### config.mk
export PLATFORM = sky130hd
export DESIGN_NAME = mult_div_unit
export DESIGN_NICKNAME = d
export VERILOG_FILES = /design/src/rtl/mult_div_unit.sv
export SDC_FILE = /design/constraint.sdc
export NUM_CORES = 1
export LEC_CHECK = 0
export CAP_MARGIN = 40
export CORE_MARGIN = 3
export CORE_UTILIZATION = 40
export DETAILED_ROUTE_END_ITERATION = 10
export DONT_BUFFER_PORTS = 1
export PLACE_DENSITY = 0.55
export SYNTH_ARGS = -nofsm -noshare
export SYNTH_HDL_FRONTEND = slang
export SYNTH_SLANG_ARGS = --single-unit
### constraint.sdc
create_clock -name clk -period 6.2 [get_ports clk]
set_input_delay 1.24 -clock clk [delete_from_list [all_inputs] [get_ports clk]]
set_output_delay 1.24 -clock clk [all_outputs]
set_load 0.005 [all_outputs]
### src/rtl/mult_div_unit.sv
// mult_div_unit -- sequential multiply/divide unit holding the HI/LO registers.
//
// Performs MULT/MULTU with a shift-add multiplier and DIV/DIVU with a restoring
// divider. Each operation takes one iteration per clock for WIDTH clocks, then
// one sign-fix clock that writes hi/lo. Divide by zero is reported immediately
// and leaves hi/lo unchanged. MTHI/MTLO load hi/lo directly while idle.
//
// Ports:
//   clk          system clock, rising edge
//   rst_n        asynchronous active-low reset
//   start        request an operation (sampled only when idle)
//   op           00 MULT, 01 MULTU, 10 DIV, 11 DIVU
//   a, b         rs / rt operands
//   mthi, mtlo   write a into hi / lo (idle only, start has priority)
//   busy         operation in progress (stall request)
//   done         one-cycle pulse when hi/lo updated or div-by-zero reported
//   div_by_zero  one-cycle pulse with done for DIV/DIVU with b == 0
//   hi, lo       architectural HI / LO registers
module mult_div_unit #(
  parameter int WIDTH = 32
) (
  input  logic             clk,
  input  logic             rst_n,
  input  logic             start,
  input  logic [1:0]       op,
  input  logic [WIDTH-1:0] a,
  input  logic [WIDTH-1:0] b,
  input  logic             mthi,
  input  logic             mtlo,
  output logic             busy,
  output logic             done,
  output logic             div_by_zero,
  output logic [WIDTH-1:0] hi,
  output logic [WIDTH-1:0] lo
);

  localparam int CNT_W = $clog2(WIDTH + 1);

  localparam logic [1:0] S_IDLE = 2'd0;
  localparam logic [1:0] S_MUL  = 2'd1;
  localparam logic [1:0] S_DIV  = 2'd2;
  localparam logic [1:0] S_FIX  = 2'd3;

  logic [1:0]       state;
  logic [CNT_W-1:0] cnt;
  logic             op_div;
  logic             neg_lo;   // negate product / quotient
  logic             neg_hi;   // negate remainder (sign of dividend)
  logic [WIDTH-1:0] opnd_b;   // multiplicand or divisor magnitude
  logic [WIDTH-1:0] mq;       // multiplier -> low product, or dividend -> quotient
  logic [WIDTH-1:0] acc;      // high product half, or partial remainder

  logic             signed_op;
  logic [WIDTH:0]   mul_sum;
  logic [WIDTH:0]   div_shift;
  logic             div_ge;
  logic [WIDTH-1:0] div_rem;
  logic             last_iter;

  function automatic logic [WIDTH-1:0] abs_val(input logic signed [WIDTH-1:0] v,
                                               input logic is_signed);
    logic [WIDTH-1:0] r;
    r = v;
    if (is_signed && v[WIDTH-1]) r = -r;
    return r;
  endfunction

  function automatic logic [2*WIDTH-1:0] cond_neg2(input logic [2*WIDTH-1:0] v,
                                                   input logic neg);
    return neg ? -v : v;
  endfunction

  function automatic logic [WIDTH-1:0] cond_neg(input logic [WIDTH-1:0] v,
                                                input logic neg);
    return neg ? -v : v;
  endfunction

  always_comb begin
    signed_op = ~op[0];
    mul_sum   = {1'b0, acc} + {1'b0, (mq[0] ? opnd_b : '0)};
    // Restoring step: remainder shifted left with the next dividend bit.
    div_shift = {acc, mq[WIDTH-1]};
    div_ge    = (div_shift >= {1'b0, opnd_b});
    div_rem   = div_ge ? (div_shift[WIDTH-1:0] - opnd_b) : div_shift[WIDTH-1:0];
    last_iter = (cnt == CNT_W'(WIDTH - 1));
  end

  always_ff @(posedge clk or negedge rst_n) begin
    if (!rst_n) begin
      state       <= S_IDLE;
      cnt         <= '0;
      op_div      <= 1'b0;
      neg_lo      <= 1'b0;
      neg_hi      <= 1'b0;
      opnd_b      <= '0;
      mq          <= '0;
      acc         <= '0;
      busy        <= 1'b0;
      done        <= 1'b0;
      div_by_zero <= 1'b0;
      hi          <= '0;
      lo          <= '0;
    end else begin
      done        <= 1'b0;
      div_by_zero <= 1'b0;
      case (state)
        S_IDLE: begin
          if (start) begin
            if (op[1] && (b == '0)) begin
              done        <= 1'b1;
              div_by_zero <= 1'b1;
            end else begin
              op_div <= op[1];
              opnd_b <= abs_val(b, signed_op);
              mq     <= abs_val(a, signed_op);
              acc    <= '0;
              cnt    <= '0;
              neg_lo <= signed_op & (a[WIDTH-1] ^ b[WIDTH-1]);
              neg_hi <= signed_op & a[WIDTH-1];
              busy   <= 1'b1;
              state  <= op[1] ? S_DIV : S_MUL;
            end
          end else begin
            if (mthi) hi <= a;
            if (mtlo) lo <= a;
          end
        end
        S_MUL: begin
          acc <= mul_sum[WIDTH:1];
          mq  <= {mul_sum[0], mq[WIDTH-1:1]};
          cnt <= cnt + CNT_W'(1);
          if (last_iter) state <= S_FIX;
        end
        S_DIV: begin
          acc <= div_rem;
          mq  <= {mq[WIDTH-2:0], div_ge};
          cnt <= cnt + CNT_W'(1);
          if (last_iter) state <= S_FIX;
        end
        default: begin
          if (op_div) begin
            lo <= cond_neg(mq, neg_lo);
            hi <= cond_neg(acc, neg_hi);
          end else begin
            {hi, lo} <= cond_neg2({acc, mq}, neg_lo);
          end
          done  <= 1'b1;
          busy  <= 1'b0;
          state <= S_IDLE;
        end
      endcase
    end
  end

endmodule

==> results of run 1 <==
==> routing by layer <==
metal | global-route usage | wire length, um
met1 | 0.324 | 20900
met2 | 0.409 | 22500
met3 | 0.0376 | 2560
met4 | 0.0834 | 1450
met5 | 0 | 0
==> final timing paths <==
kind	startpoint	end	slack (ps)	cells after the start
max	acc[8]	acc[21]	2010	11
min	rst_n	lo[5]	480	0
max reg2reg	acc[8]	acc[21]	2010	11
min reg2reg	opnd_b[29]	opnd_b[29]	490	2
max in group asynchronous	rst_n	hi[16]	5510	0
min in group clk	opnd_b[29]	opnd_b[29]	490	2
==> registers in the layout, summed over array words and instances (netlist names), 2 cells and up <==
name / count
hi: 32
mq: 32
state: 2
acc: 32
lo: 32
cnt: 6
opnd_b: 32
==> cell families after synthesis <==
group / Yosys count
XOR/XNOR: 170
multiplexers: 32
adder cells (fa/ha/maj): 75
AND/OR/NAND/NOR: 603
AO/OA/AOI/OAI: 622
buffers and inverters: 178
flip-flops: 174
==> worst max-delay path: cells and delay by family (launching register included) <==
| family | cells | cell delay (ps) |
|---|---|---|
| and+or+nand+nor | 4 | 1000 |
| DFF | 1 | 530 |
| muxes | 1 | 360 |
| adders and majority gates | 1 | 490 |
| buffers and inverters | 2 | 560 |
| AOI/OAI and AO/OA | 3 | 1090 |
==> Yosys cell counts (14+ instances only) <==
master    number
a21o_1        39
a21oi_1      170
a22oi_1       40
and3_1        26
buf_2         17
clkbuf_1      85
dfrtp_1      174
ha_1          73
inv_1         65
mux2i_1       28
nand2_1      214
nand2b_1      16
nand3_1       22
nor2_1       175
nor2b_1       14
nor3_1        27
o21ai_0      218
o31ai_1       27
o41ai_1       14
or3_1         17
or4_1         14
xnor2_1       85
xor2_1        85
==> stage by stage <==
stage / hold slack, ps / util / cells
finish: 479 / 0.433 / 2253
global placement: 467 / 0.414 / 2217
detailed placement: 475 / 0.415 / 2221
global route: 459 / 0.433 / 2253
floorplan: 450 / - / 1854
CTS: 462 / 0.433 / 2253
==> layout by cell type, fill, tap and decap left out, types with 9 or more instances in the layout <==
master / count
a211oi_1: 11
a21o_1: 37
a21oi_1: 169
a221o_1: 12
a22oi_1: 40
a31oi_1: 9
and3_1: 26
buf_4: 13
clkbuf_16: 17
dfrtp_1: 174
ha_1: 72
inv_1: 65
mux2i_1: 28
nand2_1: 214
nand2b_1: 16
nand3_1: 21
nand4_1: 12
nor2_1: 175
nor2b_1: 14
nor3_1: 27
nor4_1: 13
o211ai_1: 13
o21ai_0: 218
o31ai_1: 27
o41ai_1: 14
or3_1: 17
or4_1: 14
xnor2_1: 85
xor2_1: 85
==> area by class of cell <==
class                      instances  area share
inverter                          67      0.0163
tap                              461      0.0373
multi-input combinational       1502       0.614
clock buffer                      21      0.0298
timing repair buffer              17      0.0110
sequential                       174       0.282
clock inverter                    11      0.0101
==> power breakdown <==
part	internal [W]	switching, W	total, W	leakage, nW
Combinational	0.00191	0.00331	0.00522	4.40
Clock	0.000661	0.000511	0.00117	0.290
Sequential	0.00165	0.000567	0.00222	2.16
==> results.toml, run 1 <==
[outcome]
status = "completed"

[worst_setup_path]
worstSetupPathType = "flip-flop to flip-flop"
startpoint_type = "flip-flop"
cp.arrival_ps = 4530
cp_data_required_time_ps = 6540
cp_slowest_cell = "dfrtp_1"
crit_chain = "ha_1, and3_1, nand3_1, a21oi_1, a211oi_1, nor4_1, nor3b_4, buf_4, inv_1, mux2_2, a221o_1"
worstSetupEndpointType = "flip-flop"
slowest_delay_ps = 530
crit_fanout = 44

[timing]
timing.fmax_mhz = 239
setup-tns-final_ps = 0
hold_viol = 0
setup_viol = 0
fin_crit_sh = 0.676
skew_ps = 15.8
maxSlewHeadroom = 0.407
rsz0062_at_grt = "false"
period_minus_slack_ps = 4190
worst_pin_slew_ps = 886
finalWorstSetupSlack_ps = 2010
drv_slew = 0

[place]
dp_hpwl_um = 35400
dp_slack_ps = 1890
portBuffers = 0
placed_area_sq_um = 14800
gp_congestion = 0.895

[global_routing]
grt_max_degree = 175
antenna_found_initial = 0
grt_remaining_overflow = 0
grt_util_all_layers = 0.244
grt_pass1_vias = 12900
grt_pass1_wl_um = 74900

[synth]
postSynthAreaPerCell_sq_um = 7.84
synth.cell_area_sq_um = 14500
syn-num-nets = 2000
synth_top_area_share = 0.299
synth_simple_gate_area_frac = 0.200
synthCells = 1854
synth-seq-area-share = 0.299
synth_compound_area_frac = 0.260
synth_warnings = 0
synth_flop_cell = "dfrtp_1"
synthArstFlopShare = 1.00
synth_area_leaders = "dfrtp_1 (30%), o21ai_0 (7.5%), ha_1 (6.3%), a21oi_1 (5.9%), nand2_1 (5.5%)"
synth_top_family_by_area = "compound AO/OA/AOI/OAI gates"
synth_seq_cells = 174
yosys.area_share.xor_xnor = 0.102
yosys.cell_types.count = 85
synthMuxAreaShare = 0.0224
synth_top_area_cell = "dfrtp_1"
synth-adder-area-share = 0.0656
synth-edff-count = 0

[clocking]
htree_num_levels = 4
insertion_delay_ps = 450
path_clk_slew_ps = 70
hold_buffers = 0
cts_tree = "built"
cts_sinks = 174
cts-root-buf = "clkbuf_16"
cts_max_path_buffers = 2
numCtsBuffers = 17
cts_setup_buffers = 0
ctsResizeCount = 0

[drt]
wl_um = 47400
ant_nets = 0
drt_iter0_drc = 1002
routed-via-count = 13300
via_per_inst = 5.90
drc = 0
wl_per_cell_um = 21.1
drtPass1Iterations = 7

[power_and_ir_drop]
peakVddDrop_v = 0.000407
p_leak_nw = 6.85
power.total_w = 0.00861
p_per_area_nw_per_um2 = 557

[layout]
postLayoutCellArea_sq_um = 15500
multiInputGateArea_sq_um = 9500
finalNetCount = 1925
n_fill_cell = 3678
ff_latch_area_sq_um = 4350
drive_above_1_share = 0.0469
area.growth.synth_to_final_pct = 6.37
num_antenna_cells = 0

[floorplan]
die_h_um = 197
dieArea_sq_um = 38700
num_rows = 69
start_util = 0.407
io_pins = 138
coreArea_sq_um = 35700
die_x_um = 197

[worst_hold_path]
worstHoldPathType = "input pin to asynchronous set/reset pin"

[run]
maxCapViolCount = 0
Note: power is estimated with default switching activity, not from simulation.
==> inputs of run 2 (changes only) <==
==> constraint.sdc (replaced) <==
create_clock -name clk -period 4.21 [get_ports clk]
set_input_delay 0.842 -clock clk [delete_from_list [all_inputs] [get_ports clk]]
set_output_delay 0.842 -clock clk [all_outputs]
set_load 0.005 [all_outputs]
==> run 2 against run 1 <==
Clock power rose by 46%. Worst setup slack got worse by 1500 ps. Critical path type unchanged. Register-to-register slack got worse by 1500 ps. Sequential share of layout area decreased by 0.48 points. Final cell count grew 1.5%. Combinational power rose by 52%. Die area unchanged. Cell area grew 1.7%. Count of clock-buffer cells in the layout shrank 4. Utilization grew 0.76 points.
==> results.toml, run 2 (synthesis results as in run 1) <==
[clocking]
htree_num_levels = 4
cts-root-buf = "clkbuf_16"
cts_tree = "built"
hold_buffers = 0
ctsResizeCount = 0
cts_setup_buffers = 0
path_clk_slew_ps = 80
numCtsBuffers = 17
cts_sinks = 174
insertion_delay_ps = 460
cts_max_path_buffers = 2

[layout]
multiInputGateArea_sq_um = 9500
ff_latch_area_sq_um = 4350
num_antenna_cells = 0
area.growth.synth_to_final_pct = 8.23
n_fill_cell = 3691
finalNetCount = 1959
final_cell_mix = "o21ai_0 (218), nand2_1 (214), nor2_1 (175)"
drive_above_1_share = 0.0657
final_common_cell = "o21ai_0"

[power_and_ir_drop]
seqPwrFrac = 0.249
netSwitchingFraction = 0.506
peakVddDrop_v = 0.000564
p_switching_w = 0.00650
combPwrFrac = 0.619
p_per_area_nw_per_um2 = 816
p_leak_nw = 7.04
clock_power_share = 0.133
internal_power_w = 0.00634

[floorplan]
io_pins = 138
num_rows = 69
start_util = 0.407
dieArea_sq_um = 38700
die_x_um = 197
die_h_um = 197
coreArea_sq_um = 35700

[worst_setup_path]
crit_chain = "ha_1, and2_1, a21oi_1, a21oi_1, a2111oi_0, o21ai_0, nor3b_4, buf_4, o21ai_0, a221o_1"
startpoint_type = "flip-flop"
r2r_cells = 10
crit_cells = 10
cp_slowest_cell = "nor3b_4"
crit_buf_inv = 1
worstSetupEndpointType = "flip-flop"
slowest_delay_ps = 570
cp.arrival_ps = 4010
cp_top_family = "compound AO/OA/AOI/OAI gates"
cp_data_required_time_ps = 4550
crit_fanout = 20
worstSetupPathType = "flip-flop to flip-flop"

[timing]
hold_viol = 0
drv_slew = 0
fin_crit_sh = 0.871
timing.fmax_mhz = 273
setup-tns-final_ps = 0
worst_pin_slew_ps = 869
period_minus_slack_ps = 3670
maxSlewHeadroom = 0.420
setup_viol = 0
rsz0062_at_grt = "false"
hold_ws_ps = 76.5
skew_ps = 19.2

[drt]
via_per_inst = 5.88
drtPass1Iterations = 7
routed-via-count = 13400
wl_um = 48000
wl_per_cell_um = 21.0
drt_iter0_drc = 1048
drc = 0
ant_nets = 0

[run]
maxCapViolCount = 0

[place]
portBuffers = 0
dp_hpwl_um = 36600
gp_congestion = 0.926

[global_routing]
grt_remaining_overflow = 0
grt_util_all_layers = 0.246
grt_pass1_vias = 13000
antenna_found_initial = 0
grt_pass1_wl_um = 75200
grt_max_degree = 175

[worst_hold_path]
worstHoldPathType = "input pin to asynchronous set/reset pin"

[outcome]
status = "completed"
-- run 2: power groups by stage --
stage / logic, W / clock network [W] / registers, W
3_5_place_dp: 0.00791 / 0 / 0.00323
4_1_cts: 0.00794 / 0.00174 / 0.00319
6_report: 0.00795 / 0.00171 / 0.00319
2_1_floorplan: 0.00595 / 0 / 0.00292
5_1_grt: 0.00891 / 0.00181 / 0.00328
3_3_place_gp: 0.00777 / 0 / 0.00321
-- run 2: final timing paths --
| path | startpoint | slack (ps) | to |
|---|---|---|---|
| setup / recovery | acc[22] | 540 | acc[12] |
| setup reg to reg | acc[22] | 540 | acc[12] |
| hold / removal | rst_n | 80 | lo[3] |
| hold reg to reg | opnd_b[31] | 480 | opnd_b[31] |
| max in group asynchronous | rst_n | 3930 | acc[28] |
| min in group clk | op[0] | 470 | neg_lo |
-- run 2: area by class of cell --
class                      instances  share of cell area
clock buffer                      17              0.0270
multi-input combinational       1502               0.603
tap                              461              0.0367
clock inverter                    15              0.0122
inverter                          67              0.0160
timing repair buffer              51              0.0280
sequential                       174               0.277
-- run 2: stage by stage --
| step | area, sq um | worst slack [ps] | util | instances | total power (W) |
|---|---|---|---|---|---|
| after floorplan | 14500 | 944 | - | 1854 | 0.00887 |
| after global placement | 15100 | 586 | 0.422 | 2252 | 0.0110 |
| after detailed placement | 15100 | 522 | 0.423 | 2255 | 0.0111 |
| after CTS | 15700 | 596 | 0.440 | 2287 | 0.0129 |
| after global routing | 15700 | 301 | 0.440 | 2287 | 0.0140 |
| final | 15700 | 544 | 0.440 | 2287 | 0.0128 |
-- run 2: per-layer routing --
metal / up-vias / routed length, um / global-route usage
li1: 6556 / - / -
met1: 6435 / 20800 / 0.316
met2: 379 / 23000 / 0.418
met3: 71 / 2590 / 0.0431
met4: 0 / 1650 / 0.0898
met5: - / 0 / 0
==> inputs of run 3 (changes only) <==
--- a/config.mk
+++ b/config.mk
@@ -11,6 +11,7 @@
 export DETAILED_ROUTE_END_ITERATION = 10
 export DONT_BUFFER_PORTS = 1
 export PLACE_DENSITY = 0.55
+export SLEW_MARGIN = 20
 export SYNTH_ARGS = -nofsm -noshare
 export SYNTH_HDL_FRONTEND = slang
 export SYNTH_SLANG_ARGS = --single-unit
==> run 3 against run 2 <==
First-iteration DRC count is 6.3% lower. Global-route usage rose by 0.13 points. Combinational power about the same. Clock skew fell by 4.6 ps. Critical path depth unchanged. Sequential share of layout area hardly changed. Utilization barely moved. Wire length up 0.50%. Count of clock-buffer cells in the layout is the same. Fmax increased by 1.2%.
==> results.toml, run 3 (synthesis results as in run 1) <==
[drt]
drtPass1Iterations = 5
wl_per_cell_um = 21.1
routed-via-count = 13500
wl_um = 48300
drt_iter0_drc = 982
ant_nets = 0
drc = 0
via_per_inst = 5.88

[clocking]
cts_max_path_buffers = 2
ctsResizeCount = 0
cts_sinks = 174
path_clk_slew_ps = 70
hold_buffers = 0
htree_num_levels = 4
insertion_delay_ps = 460
cts_tree = "built"
cts-root-buf = "clkbuf_16"
cts_setup_buffers = 0
numCtsBuffers = 17

[worst_setup_path]
worstSetupEndpointType = "flip-flop"
crit_chain = "ha_1, and2_1, a21oi_1, a21oi_1, a2111oi_0, o21ai_0, nor3b_4, buf_4, o21ai_0, a221o_1"
worstSetupPathType = "flip-flop to flip-flop"
crit_fanout = 20
slowest_delay_ps = 560
cp_data_required_time_ps = 4550
startpoint_type = "flip-flop"
crit_buf_inv = 1
cp_top_family = "compound AO/OA/AOI/OAI gates"
cp.arrival_ps = 3960
cp_slowest_cell = "dfrtp_1"

[layout]
stdcell_count = 2288
final_cell_mix = "o21ai_0 (218), nand2_1 (214), nor2_1 (175)"
num_antenna_cells = 0
postLayoutCellArea_sq_um = 15700
area.growth.synth_to_final_pct = 8.20
finalNetCount = 1960
drive_above_1_share = 0.0662
final_util = 0.440
n_fill_cell = 3629
final_common_cell = "o21ai_0"

[timing]
worst_pin_slew_ps = 786
rsz0062_at_grt = "false"
timing.fmax_mhz = 276
setup-tns-final_ps = 0
period_minus_slack_ps = 3620
setup_viol = 0
drv_slew = 0
fin_crit_sh = 0.861
maxSlewHeadroom = 0.476
hold_viol = 0
finalWorstSetupSlack_ps = 586
skew_ps = 14.6

[outcome]
status = "completed"

[floorplan]
io_pins = 138
die_x_um = 197
coreArea_sq_um = 35700
die_h_um = 197
start_util = 0.407
num_rows = 69
dieArea_sq_um = 38700

[place]
dp_hpwl_um = 36700
dp_cells = 2255
dp_slack_ps = 500
placed_area_sq_um = 15100
portBuffers = 0
gp_congestion = 0.926

[global_routing]
grt_util_all_layers = 0.248
grt_remaining_overflow = 0
antenna_found_initial = 0
grt_pass1_wl_um = 75300
grt_pass1_vias = 13000
grt_max_degree = 175

[power_and_ir_drop]
p_per_area_nw_per_um2 = 816
p_switching_w = 0.00650
clock_power_share = 0.132
netSwitchingFraction = 0.506
peakVddDrop_v = 0.000571
p_leak_nw = 7.04
seqPwrFrac = 0.249
internal_power_w = 0.00634
combPwrFrac = 0.619

[worst_hold_path]
worstHoldPathType = "input pin to asynchronous set/reset pin"

[run]
maxCapViolCount = 0
[run 3: cell count changes in the layout (fill, tap and decap cells not counted), sizes merged]
cell	delta
clkinv	-2
inv	+2
buf	+1
[run 3: metal layers]
metal,up-vias,routed length [um],track usage
li1,6561,-,-
met1,6452,20500,0.314
met2,376,23100,0.421
met3,74,2760,0.0444
met4,0,1810,0.0969
met5,-,0,0
[run 3: cell type report]
cell class / instances / area (sq um) / share of cell area
Clock inverter: 15 / 184 / 0.0117
Sequential cell: 174 / 4350 / 0.277
Clock buffer: 17 / 425 / 0.0270
Inverter: 67 / 251 / 0.0160
Tap cell: 461 / 577 / 0.0367
Multi-Input combinational cell: 1502 / 9500 / 0.604
Timing Repair Buffer: 52 / 444 / 0.0282
[run 3: final timing paths]
path / start / to / slack [ps] / cells after the start
setup reg to reg: acc[22] / acc[12] / 590 / 10
hold / removal: rst_n / lo[3] / 80 / 0
setup / recovery: acc[22] / acc[12] / 590 / 10
max in group asynchronous: rst_n / acc[31] / 3940 / 0
min in group clk: op[0] / neg_lo / 470 / 1
hold reg to reg: opnd_b[31] / opnd_b[31] / 480 / 2
[run 3: metrics by stage]
step                      hold slack, ps  total power, W
after CTS                           62.2          0.0129
after floorplan                      450         0.00887
after global placement               469          0.0110
after detailed placement             471          0.0111
after global routing                56.3          0.0140
final                               79.8          0.0128
[run 3: power by group through the flow]
stage | sequential (W) | clock (W) | combinational, W
after detailed placement | 0.00323 | 0 | 0.00791
after global placement | 0.00321 | 0 | 0.00777
final | 0.00319 | 0.00170 | 0.00795
after global routing | 0.00328 | 0.00179 | 0.00892
after floorplan | 0.00292 | 0 | 0.00595
after CTS | 0.00319 | 0.00173 | 0.00793
[run 3: worst reg2reg max path, cell delays in order, from the launching register on]
cell	delay (ps)
dfrtp_1	560
ha_1	360
and2_1	220
a21oi_1	140
a21oi_1	90
a2111oi_0	480
o21ai_0	270
nor3b_4	560
buf_4	360
o21ai_0	130
a221o_1	340
